==> src/rtl/reciprocal_arbiter_if.sv <==
// Bundle of client-side and reciprocal-unit-side signals for reciprocal_arbiter.
// The arbiter takes the master modport; clients and the unit sit on the slave side.
interface reciprocal_arbiter_if #(
   parameter int N_CLI = 4
);
   localparam int GW = (N_CLI > 1) ? $clog2(N_CLI) : 1;

   logic [N_CLI-1:0]   cli_req;
   logic [8*N_CLI-1:0] cli_A;
   logic [4*N_CLI-1:0] cli_n_iter;
   logic [N_CLI-1:0]   cli_done;
   logic [15:0]        cli_P;
   logic               cli_err;
   logic               busy;
   logic [GW-1:0]      grant_id;
   logic               rcp_req;
   logic [7:0]         rcp_A;
   logic [3:0]         rcp_n_iter;
   logic [15:0]        rcp_P;
   logic               rcp_ack;

   modport master (
      input  cli_req, cli_A, cli_n_iter, rcp_P, rcp_ack,
      output cli_done, cli_P, cli_err, busy, grant_id, rcp_req, rcp_A, rcp_n_iter
   );

   modport slave (
      output cli_req, cli_A, cli_n_iter, rcp_P, rcp_ack,
      input  cli_done, cli_P, cli_err, busy, grant_id, rcp_req, rcp_A, rcp_n_iter
   );
endinterface

==> src/rtl/reciprocal_arbiter.sv <==
// Round-robin arbiter sharing one reciprocal unit among N_CLI clients, with a
// four-phase req/ack sequencer, zero-iteration shortcut and an ack watchdog.
module reciprocal_arbiter #(
   parameter int N_CLI   = 4,
   parameter int TIMEOUT = 4095
) (
   input  logic                 clock,
   input  logic                 rst,
   reciprocal_arbiter_if.master bus
);
   localparam int GW = (N_CLI > 1) ? $clog2(N_CLI) : 1;
   localparam int CW = $clog2(TIMEOUT + 1);
   localparam logic [CW-1:0] CNT_LAST = CW'(TIMEOUT - 1);

   localparam logic [2:0] S_IDLE    = 3'd0;
   localparam logic [2:0] S_ISSUE   = 3'd1;
   localparam logic [2:0] S_RELEASE = 3'd2;
   localparam logic [2:0] S_DONE    = 3'd3;
   localparam logic [2:0] S_ZDONE   = 3'd4;

   logic [2:0]    state_q, state_d;
   logic [GW-1:0] ptr_q, ptr_d;
   logic [GW-1:0] grant_q, grant_d;
   logic          rcp_req_q, rcp_req_d;
   logic [7:0]    a_q, a_d;
   logic [3:0]    n_q, n_d;
   logic [15:0]   res_q, res_d;
   logic          err_q, err_d;
   logic [CW-1:0] cnt_q, cnt_d;
   logic          busy_q, busy_d;

   logic          found;
   logic [GW-1:0] sel;
   int            idx;
   logic [7:0]    a_sel;
   logic [3:0]    n_sel;

   // First requesting client at or after ptr, wrapping around.
   always_comb begin
      found = 1'b0;
      sel   = '0;
      idx   = 0;
      for (int i = 0; i < N_CLI; i++) begin
         idx = int'(ptr_q) + i;
         if (idx >= N_CLI) idx = idx - N_CLI;
         if (!found && bus.cli_req[GW'(idx)]) begin
            found = 1'b1;
            sel   = GW'(idx);
         end
      end
   end

   always_comb begin
      a_sel = '0;
      n_sel = '0;
      for (int i = 0; i < N_CLI; i++) begin
         if (sel == GW'(i)) begin
            a_sel = bus.cli_A[8*i +: 8];
            n_sel = bus.cli_n_iter[4*i +: 4];
         end
      end
   end

   always_comb begin
      state_d   = state_q;
      ptr_d     = ptr_q;
      grant_d   = grant_q;
      rcp_req_d = rcp_req_q;
      a_d       = a_q;
      n_d       = n_q;
      res_d     = res_q;
      err_d     = err_q;
      cnt_d     = cnt_q;
      case (state_q)
         S_IDLE: begin
            // A still-high ack left over from before reset blocks new grants.
            if (found && !bus.rcp_ack) begin
               grant_d = sel;
               a_d     = a_sel;
               n_d     = n_sel;
               res_d   = '0;
               if (n_sel == 4'd0) begin
                  state_d = S_ZDONE;
               end else begin
                  rcp_req_d = 1'b1;
                  cnt_d     = '0;
                  state_d   = S_ISSUE;
               end
            end
         end
         S_ISSUE: begin
            if (bus.rcp_ack) begin
               res_d     = bus.rcp_P;
               rcp_req_d = 1'b0;
               state_d   = S_RELEASE;
            end else if (cnt_q == CNT_LAST) begin
               res_d     = '0;
               err_d     = 1'b1;
               rcp_req_d = 1'b0;
               state_d   = S_RELEASE;
            end else begin
               cnt_d = cnt_q + 1'b1;
            end
         end
         S_RELEASE: begin
            if (!bus.rcp_ack) state_d = S_DONE;
         end
         S_DONE, S_ZDONE: begin
            ptr_d   = (grant_q == GW'(N_CLI - 1)) ? '0 : grant_q + 1'b1;
            err_d   = 1'b0;
            state_d = S_IDLE;
         end
         default: state_d = S_IDLE;
      endcase
      busy_d = (state_d != S_IDLE);
   end

   always_ff @(posedge clock or posedge rst) begin
      if (rst) begin
         state_q   <= S_IDLE;
         ptr_q     <= '0;
         grant_q   <= '0;
         rcp_req_q <= 1'b0;
         a_q       <= '0;
         n_q       <= '0;
         res_q     <= '0;
         err_q     <= 1'b0;
         cnt_q     <= '0;
         busy_q    <= 1'b0;
      end else begin
         state_q   <= state_d;
         ptr_q     <= ptr_d;
         grant_q   <= grant_d;
         rcp_req_q <= rcp_req_d;
         a_q       <= a_d;
         n_q       <= n_d;
         res_q     <= res_d;
         err_q     <= err_d;
         cnt_q     <= cnt_d;
         busy_q    <= busy_d;
      end
   end

   // Result and error are gated so they read zero outside the done cycle.
   always_comb begin
      bus.cli_done = '0;
      bus.cli_P    = '0;
      bus.cli_err  = 1'b0;
      if (state_q == S_DONE || state_q == S_ZDONE) begin
         bus.cli_done[grant_q] = 1'b1;
         bus.cli_P             = (state_q == S_ZDONE) ? 16'h0000 : res_q;
         bus.cli_err           = (state_q == S_ZDONE) | err_q;
      end
   end

   assign bus.busy       = busy_q;
   assign bus.grant_id   = grant_q;
   assign bus.rcp_req    = rcp_req_q;
   assign bus.rcp_A      = a_q;
   assign bus.rcp_n_iter = n_q;
endmodule

==> src/flat_wrapper.sv <==
// flat-port wrapper written by rule: the top's interface ports become plain ports
module reciprocal_arbiter_flat 
#(
   parameter int N_CLI   = 4,
   parameter int TIMEOUT = 4095
)
  (clock, rst, bus_cli_req, bus_cli_A, bus_cli_n_iter, bus_rcp_P, bus_rcp_ack, bus_cli_done, bus_cli_P, bus_cli_err, bus_busy, bus_grant_id, bus_rcp_req, bus_rcp_A, bus_rcp_n_iter);
  reciprocal_arbiter_if #(.N_CLI(N_CLI)) bus_i ();
  input  logic clock;
  input  logic rst;
  input wire logic [$bits(bus_i.cli_req)-1:0] bus_cli_req;
  input wire logic [$bits(bus_i.cli_A)-1:0] bus_cli_A;
  input wire logic [$bits(bus_i.cli_n_iter)-1:0] bus_cli_n_iter;
  input wire logic [$bits(bus_i.rcp_P)-1:0] bus_rcp_P;
  input wire logic [$bits(bus_i.rcp_ack)-1:0] bus_rcp_ack;
  output wire logic [$bits(bus_i.cli_done)-1:0] bus_cli_done;
  output wire logic [$bits(bus_i.cli_P)-1:0] bus_cli_P;
  output wire logic [$bits(bus_i.cli_err)-1:0] bus_cli_err;
  output wire logic [$bits(bus_i.busy)-1:0] bus_busy;
  output wire logic [$bits(bus_i.grant_id)-1:0] bus_grant_id;
  output wire logic [$bits(bus_i.rcp_req)-1:0] bus_rcp_req;
  output wire logic [$bits(bus_i.rcp_A)-1:0] bus_rcp_A;
  output wire logic [$bits(bus_i.rcp_n_iter)-1:0] bus_rcp_n_iter;
  assign bus_i.cli_req = bus_cli_req;
  assign bus_i.cli_A = bus_cli_A;
  assign bus_i.cli_n_iter = bus_cli_n_iter;
  assign bus_i.rcp_P = bus_rcp_P;
  assign bus_i.rcp_ack = bus_rcp_ack;
  assign bus_cli_done = bus_i.cli_done;
  assign bus_cli_P = bus_i.cli_P;
  assign bus_cli_err = bus_i.cli_err;
  assign bus_busy = bus_i.busy;
  assign bus_grant_id = bus_i.grant_id;
  assign bus_rcp_req = bus_i.rcp_req;
  assign bus_rcp_A = bus_i.rcp_A;
  assign bus_rcp_n_iter = bus_i.rcp_n_iter;
  reciprocal_arbiter #(.N_CLI(N_CLI), .TIMEOUT(TIMEOUT)) u_core (.clock(clock), .rst(rst), .bus(bus_i));
endmodule
==> config.mk <==
export PLATFORM = sky130hd
export DESIGN_NAME = reciprocal_arbiter_flat
export DESIGN_NICKNAME = d
export VERILOG_FILES = /design/src/rtl/reciprocal_arbiter_if.sv /design/src/rtl/reciprocal_arbiter.sv /design/src/flat_wrapper.sv
export SDC_FILE = /design/constraint.sdc
export NUM_CORES = 1
export LEC_CHECK = 0
export CAP_MARGIN = 40
export CORE_MARGIN = 8
export CORE_UTILIZATION = 40
export CTS_BUF_LIST = sky130_fd_sc_hd__clkbuf_8 sky130_fd_sc_hd__clkbuf_16
export CTS_CLUSTER_DIAMETER = 50
export DETAILED_ROUTE_END_ITERATION = 8
export GPL_TIMING_DRIVEN = 0
export PLACE_DENSITY = 0.74
export SLEW_MARGIN = 10
export SYNTH_ARGS = -nofsm -noshare
export SYNTH_HDL_FRONTEND = slang
export SYNTH_SLANG_ARGS = --single-unit
==> constraint.sdc <==
create_clock -name clock -period 3 [get_ports clock]
set_clock_uncertainty 0.2 [all_clocks]
set_input_delay 0.6 -clock clock [delete_from_list [all_inputs] [get_ports clock]]
set_output_delay 0.6 -clock clock [all_outputs]
set_load 0.02 [all_outputs]
== After elaboration in Yosys (flattened, before gate mapping) ==
Cells that the tools add are included.
Widths: inputs -> output; s select.
Operators by class
  $add $sub $neg: 9
  order comparisons: 10
  eq/ne operators: 15
  multiplexer cells: 62
  bitwise operators: 1
  reduce and logical (&&, ||, !) cells: 22
Operators by type and width (number)
  $mux 16: 5
  $mux 12: 4
  $mux 8: 4
  $pmux 16 s2: 1
  $pmux 12 s2: 1
  $mux 1: 20
  $mux 4: 5
  $mux 2: 9
  $lt 2x4->1 const B: 4
  $mux 3: 5
  $add 12x1->12 const B: 1
  $eq 12x12->1 const B: 1
  $ge 3x3->1 const B: 3
  $pmux 3 s3: 1
  $bmux 1 s2: 4
  $sub 2x1->2 const B: 4
  $add 2x2->3 const B: 2
  $eq 2x2->1 const B: 3
  $eq 3x2->1 const B: 2
  $ne 2x2->1 const B: 3
  $reduce_and 3->1: 2
  $logic_and 1x1->1: 5
  $reduce_and 5->1: 1
  $logic_not 1->1: 4
  22 further kinds: 25
Word-level totals
  register bits after elaboration: 50
  output and inout bits: 37
  logic and storage cells: 129

== Logic depth before layout (Yosys ltp) ==
Gate-level depths: netlist of run 1.
  depth after elaboration: 25
  depth in mapped cells: 10
  depth with buffers taken out: 9

== Least setup slack after synthesis of run 1 ==
OpenSTA, ideal clock, no wires.
  path kind: input port to flip-flop
  from: input bus_cli_req[0]
  to: register u_core.state_q[0]
  arrival time: 2071 ps
  slack: 601 ps
  stages on the path: 9
  buffers on the path: 2
  cells stage by stage: a21o_1 -> a21oi_1 -> o22a_1 -> buf_6 -> buf_8 -> mux2i_1 -> mux2_2 -> a41oi_4 -> or2_2
On the way
  word-level cells in the longest chain between the ends: 22
  elaborated cells between the ends (all ways): 39
RTL lines
  from (decl): line flat_wrapper.sv:11  | input wire logic [$bits(bus_i.cli_req)-1:0] bus_cli_req;
  $bmux 1 s2: line reciprocal_arbiter.sv:46  | if (!found && bus.cli_req[GW'(idx)]) begin
  $mux 1 (not written as such) (2 in a row): line reciprocal_arbiter.sv:46
  $mux 1: line reciprocal_arbiter.sv:46
  $logic_not 1->1: line reciprocal_arbiter.sv:46
  $logic_and 1x1->1: line reciprocal_arbiter.sv:46
  $mux 1: line reciprocal_arbiter.sv:46
  $logic_not 1->1: line reciprocal_arbiter.sv:46
  $logic_and 1x1->1: line reciprocal_arbiter.sv:46
  [... 3 more ...]
  $mux 2: line reciprocal_arbiter.sv:46
  $logic_not 2->1: line reciprocal_arbiter.sv:57  | if (sel == GW'(i)) begin
  $mux 4 (4 in a row): line reciprocal_arbiter.sv:57
  $logic_not 4->1: line reciprocal_arbiter.sv:82  | if (n_sel == 4'd0) begin
  $mux 3: line reciprocal_arbiter.sv:82
  $mux 3 *: line reciprocal_arbiter.sv:77  | if (found && !bus.rcp_ack) begin
  $pmux 3 s3 *: line reciprocal_arbiter.sv:74  | case (state_q)
  net u_core.state_d[0]: line reciprocal_arbiter.sv:21  | logic [2:0] state_q, state_d;
  to (signal assigned): line reciprocal_arbiter.sv:131  | state_q <= state_d;
  to (decl): line reciprocal_arbiter.sv:21
The timed path passes the listed nets; every way through them passes the cells marked *. The select of a mux whose other input is x is not followed.
A chain may end at the register's enable or synchronous reset.

== Worst setup path after layout of run 1 ==
  from: register u_core.state_q[0]
  to: output bus_cli_P[6]
On the way
  word-level cells in the longest chain between the ends: 3
  elaborated cells between the ends (all ways): 5
RTL lines
  $eq 3x3->1 or $eq 3x2->1 (tied branches): line reciprocal_arbiter.sv:149, reciprocal_arbiter.sv:151
  $mux 16 or $logic_or 1x1->1 (tied branches): line reciprocal_arbiter.sv:151, reciprocal_arbiter.sv:149
  $mux 16 *: line reciprocal_arbiter.sv:149  | if (state_q == S_DONE || state_q == S_ZDONE) begin
  to (decl): line flat_wrapper.sv:17  | output wire logic [$bits(bus_i.cli_P)-1:0] bus_cli_P;
Every way passes the cells marked *; elsewhere a longest branch is shown, timed or not.

==> flow_summary.ini, run 1 <==
[run_status]
run_status = finished, final reports clean

[power_and_ir_drop]
total_power_mw = 3.10
powerDensity_mw_per_mm2 = 758
p_leak_nw = 1.81
vdd_drop_max_mv = 0.411

[sta]
period_share_pct = 96.8
fin_ws_ns = 0.0975
hold_viol_final = 0
final_max_slew_viol_count = 0
min_period_ns = 2.90
tightest_slew_ns = 0.628
setup_viol = 0
relSlewSlack_pct = 58.0
fmax_mhz = 345

[critical_path]
arrival_ns = 2.10
worst_setup_path_start_kind = flip-flop
r2r-end = u_core.res_q[14]$_DFFE_PP0P_
cp-end-kind = output pin
r2r_cells = 8
crit_fanout = 10
critPathKind = reg -> out
reg2reg_slack_ns = 0.46
worstPathRequired_ns = 2.20
r2r-start = u_core.cnt_q[0]$_DFFE_PP0P_

[finish]
multi_input_area_sq_mm = 0.00142
syn2layout_area_growth_pct = 48.3
postLayoutCellArea_sq_mm = 0.00410
register_area_sq_mm = 0.00125
drive_above_1_share_pct = 11.5
fillerInstances = 580
n_antenna_cell = 0
final_nets = 466

[logic_synthesis]
synthAdderAreaFrac_pct = 2.72
synth_compound_area_share_pct = 15.1
netlist_instances = 274
avgSynthCellArea_sq_um = 10.1
yosysUniqueCellTypes = 41
synth-edff-count = 0
synth-main-ff-cell = dfrtp_1
syn_area_sq_mm = 0.00276
yosys-top-cells-area = dfrtp_1, mux2_2, mux2i_1
synth_most_common_cell = dfrtp_1
synth-xor-area-share_pct = 1.90
ys_seq_area_share_pct = 45.3
synthSimpleGateAreaFrac_pct = 19.0
synth-seq-cells = 50
synth_top_area_share_pct = 45.3
yosys-top-cells-count = dfrtp_1, nand2_1, o21ai_0
syn-num-nets = 351
synth_top_family_by_area = simple AND/OR/NAND/NOR gates
synthMuxAreaShare_pct = 11.9
synth-async-reset-ratio_pct = 100
synth_top_area_cell = dfrtp_1
yosysWarnings = 0

[clocking]
clk_latency_ns = 0.31
clock_sinks = 50
clkTransAtPathRegs_ns = 0.09
clockBufferDepth = 2
clock-root-buffer = clkbuf_8
ctsHoldBuffers = 0
htree_num_levels = 2
cts_tree = yes
numCtsBuffers = 5

[global_routing]
grt-ovfl-total = 0
grt_max_degree = 29
antenna_found_initial = 0
grt_usage_pct = 16.1
grt_pass1_wl_um = 12800
grt_pass1_vias = 2542

[floorplanning]
die_w_um = 99.1
start_util_pct = 40.9
ios = 108
fp.coreArea_sq_mm = 0.00676
dieHeight_um = 99.1
rows = 30
dieArea_sq_mm = 0.00983

[placement]
io_buffers = 107
dpl-instance-area_sq_mm = 0.00396
dpl_worst_slack_ns = -0.218
dpl.hpwl_um = 5810
gp_congestion = 0.812

[routing]
via_per_inst = 5.14
drtIter0Drc = 93
ant_nets = 0
routed_wl_um = 7760
drc = 0
routedWlPerCell_um = 16.5
first_pass_iters = 4
vias = 2417

[worst_hold_path]
hold_depth = 2
hold_path_end = u_core.bus.rcp_A[6]$_DFFE_PP0P_
hp-start = u_core.bus.rcp_A[6]$_DFFE_PP0P_
min_path_type = reg -> reg

[job]
max_cap_viol_count = 0
-- critical path, stage by stage (launching register included) --
cell and delay [ns]:
dfrtp_2 0.44, nand2_1 0.16, nor2_4 0.21, buf_2 0.23, and2_1 0.15, clkdlybuf4s50_1 0.60
-- through the flow --
step | utilization, % | cells | TNS [ns] | hold slack [ns]
6_report | 60.6 | 470 | 0 | 0.286
5_1_grt | 60.6 | 470 | -0.0250 | 0.316
4_1_cts | 60.6 | 471 | 0 | 0.291
3_5_place_dp | 58.5 | 462 | -3.09 | 0.269
3_3_place_gp | 58.2 | 461 | -2.18 | 0.263
2_1_floorplan | - | 274 | 0 | 0.258
-- metal layers --
layer | vias up | GRT usage, % | wire length, um
met5 | - | 0 | 0
met4 | 0 | 5.01 | 97
met3 | 9 | 5.03 | 465
met2 | 60 | 27.5 | 3780
met1 | 1149 | 18.9 | 3410
li1 | 1199 | - | -
-- report_power, final --
part	internal (mW)	switching (mW)
combinational	0.734	0.785
clock	0.253	0.241
sequential	0.918	0.173
total	1.91	1.20
-- logic make-up (layout without fill, tap and decap cells) --
| family | after synthesis | in the layout |
|---|---|---|
| AOI/OAI and AO/OA | 59 | 59 |
| xor gates and xnor gates | 6 | 6 |
| adders and majority gates | 6 | 6 |
| buffers and inverters | 22 | 137 |
| DFF | 50 | 50 |
| muxes | 31 | 31 |
| and+or+nand+nor | 100 | 101 |
-- flip-flops by register name, indices dropped and copies added, names as in the netlist --
| name | count |
|---|---|
| u_core.bus.rcp_A | 8 |
| u_core.bus.busy | 1 |
| u_core.bus.rcp_n_iter | 4 |
| u_core.state_q | 3 |
| u_core.err_q | 1 |
| u_core.bus.grant_id | 2 |
| u_core.ptr_q | 2 |
| u_core.cnt_q | 12 |
| u_core.bus.rcp_req | 1 |
| u_core.res_q | 16 |
-- how the worst max path moves through the flow --
stage	startpoint	to	slack [ns]	cells past startpoint
3_5_place_dp	bus_cli_req[1]	u_core.cnt_q[1]$_DFFE_PP0P_	-0.22	9
6_report	u_core.state_q[0]$_DFF_PP0_	bus_cli_P[6]	0.1	5
5_1_grt	u_core.state_q[0]$_DFF_PP0_	bus_cli_P[11]	-0.008	5
2_1_floorplan	bus_cli_req[0]	u_core.state_q[0]$_DFF_PP0_	0.60	9
4_1_cts	u_core.state_q[2]$_DFF_PP0_	bus_cli_P[11]	0.01	5
3_3_place_gp	bus_cli_req[1]	u_core.cnt_q[1]$_DFFE_PP0P_	-0.18	9
-- cell type report --
cell class / instances / area share [%]
Multi-Input combinational cell: 203 / 34.5
Clock inverter: 3 / 1.16
Tap cell: 80 / 2.44
Clock buffer: 5 / 1.68
Inverter: 8 / 0.733
Timing Repair Buffer: 109 / 26.9
Buffer: 12 / 1.92
Sequential cell: 50 / 30.6
-- cells in the final DEF, fill, tap and decap left out, drive strengths merged, types with 3 or more instances in the layout --
cell and count:
a21oi 9, a22o 17, and2 17, and3 4, buf 9, clkbuf 10
clkdlybuf4s50 105, dfrtp 50, ha 6, inv 9, mux2 15, mux2i 16
nand2 28, nand2b 3, nand4 6, nor2 17, nor2b 8, nor3 9
o21ai 21, xor2 4
-- timing repair --
action | CTS | global route
endpoints found under the setup margin | 21 | 14
pin swaps | 1 | 0
cloned | 1 | 0
buffers inserted | 1 | 0
resized for setup | 6 | 3
Power figures use the tool's default switching activity.
==> run 2, diff against run 1 <==
- SETUP_SLACK_MARGIN: default -> 0.05
==> run 2 against run 1 <==
Sequential power about the same. Non-clock buffer count unchanged. Global-route usage about the same. Design area increased by 0.61%. Sequential cell count unchanged. First-iteration DRC count decreased by 16%. Critical path type is now in -> reg. Largest cell class unchanged.
==> flow_summary.ini, run 2 (synthesis gave the netlist of run 1 again) <==
[run_status]
run_status = finished, final reports clean

[sta]
tightest_slew_ns = 0.620
rsz0062_at_grt = false
timing.hold.ws_ns = 0.286
fin_ws_ns = 0.148
min_period_ns = 2.85
hold_viol_final = 0
setup_tns_ns = 0
relSlewSlack_pct = 58.5
final_max_slew_viol_count = 0
fmax_mhz = 351
setup_viol = 0
period_share_pct = 95.1

[routing]
vias = 2430
drc = 0
ant_nets = 0
first_pass_iters = 4
via_per_inst = 5.17
routedWlPerCell_um = 16.6
drtIter0Drc = 78
routed_wl_um = 7790

[placement]
io_buffers = 107
gp_congestion = 0.812
dpl.hpwl_um = 5810
dpl_worst_slack_ns = -0.218
dpl-instance-area_sq_mm = 0.00396

[clocking]
clock-root-buffer = clkbuf_8
ctsHoldBuffers = 0
htree_num_levels = 2
clkTransAtPathRegs_ns = 0.10
numCtsBuffers = 5
clock_sinks = 50
clockBufferDepth = 2
cts_tree = yes
clk_latency_ns = 0.31

[global_routing]
grt-ovfl-total = 0
grt_max_degree = 29
grt_usage_pct = 16.1
grt_pass1_vias = 2533
grt_pass1_wl_um = 12800
antenna_found_initial = 0

[floorplanning]
ios = 108
dieArea_sq_mm = 0.00983
start_util_pct = 40.9
fp.coreArea_sq_mm = 0.00676
rows = 30
die_w_um = 99.1
dieHeight_um = 99.1

[worst_hold_path]
hp-start = u_core.bus.rcp_A[6]$_DFFE_PP0P_
min_path_type = reg -> reg

[critical_path]
critPathKind = in -> reg
worst_setup_path_start_kind = input port
crit_path_start = bus_cli_req[1]
worstPathRequired_ns = 3.00
r2r-start = u_core.cnt_q[0]$_DFFE_PP0P_
arrival_ns = 2.85
crit_fanout = 10
cp-end-kind = flip-flop

[power_and_ir_drop]
powerDensity_mw_per_mm2 = 754
vdd_drop_max_mv = 0.415
p_leak_nw = 1.96
total_power_mw = 3.11

[finish]
final_nets = 466
fillerInstances = 570
final_cell_mix = clkdlybuf4s50_1, dfrtp_1, nand2_1, o21ai_0
drive_above_1_share_pct = 11.5
largest_reg_flops = 16
regMostFlops = u_core.res_q
postLayoutCellArea_sq_mm = 0.00412
syn2layout_area_growth_pct = 49.2
n_antenna_cell = 0
final_common_cell = clkdlybuf4s50_1

[job]
max_cap_viol_count = 0
[run 2: cell types whose count changed in the layout (fill, tap and decap cells not counted), sizes merged]
cell	previous run	this run
clkbuf	10	12
clkdlybuf4s50	105	97
buf	9	7
dlymetal6s2s	2	10
[run 2: metal layers]
metal / wire length [um] / part of all wire (%) / up-vias / GRT usage (%)
li1: - / - / 1197 / -
met3: 464 / 6.0 / 6 / 5.03
met5: 0 / 0 / - / 0
met1: 3400 / 44 / 1165 / 18.9
met4: 71 / 0.91 / 0 / 5.01
met2: 3850 / 49 / 62 / 27.5
[run 2: final timing paths]
check                                                       end  slack, ns  cells after the start
min in group asynchronous  u_core.bus.rcp_n_iter[3]$_DFFE_PP0P_       0.44                      2
setup reg to reg                   u_core.res_q[14]$_DFFE_PP0P_       0.46                      8
setup / recovery                    u_core.cnt_q[1]$_DFFE_PP0P_       0.15                      9
max in group asynchronous              u_core.err_q$_DFFE_PP0P_       1.63                      3
hold / removal                  u_core.bus.rcp_A[6]$_DFFE_PP0P_       0.29                      2
hold reg to reg                 u_core.bus.rcp_A[6]$_DFFE_PP0P_       0.29                      2
[run 2: power by group]
part	switching (mW)	total (mW)	internal (mW)	leakage [nW]
combinational	0.786	1.52	0.737	1.25
sequential	0.173	1.09	0.918	0.649
clock	0.241	0.494	0.253	0.0587
total	1.20	3.11	1.91	1.96
[run 2: repair_timing]
action                                  4_1_cts  5_1_grt
pin swaps                                     1        0
endpoints found under the setup margin       21       15
resized for setup                             6       13
buffers inserted                              1        0
cloned                                        1        0
[run 2: cell type report]
class                           count  area, sq um  share of cell area, %
Clock buffer                        5         68.8                   1.67
Buffer                             12         83.8                   2.03
Timing Repair Buffer              109         1120                   27.3
Sequential cell                    50         1250                   30.4
Multi-Input combinational cell    203         1420                   34.3
Clock inverter                      3         47.5                   1.15
Tap cell                           80          100                   2.43
Inverter                            8         30.0                  0.728
[run 2: worst max-delay path, stage by stage]
cell and delay [ns]:
clkdlybuf4s50_1 0.52, nand2b_1 0.12, a21oi_1 0.07, a211oi_2 0.31
clkbuf_4 0.28, mux2_2 0.40, a41oi_4 0.28, buf_6 0.19
o22ai_1 0.07
[run 2: through the flow]
step                      utilization [%]  cells
after floorplan                         -    274
after global placement               58.2    461
after detailed placement             58.5    462
after CTS                            60.6    470
after global routing                 61.0    470
final                                61.0    470
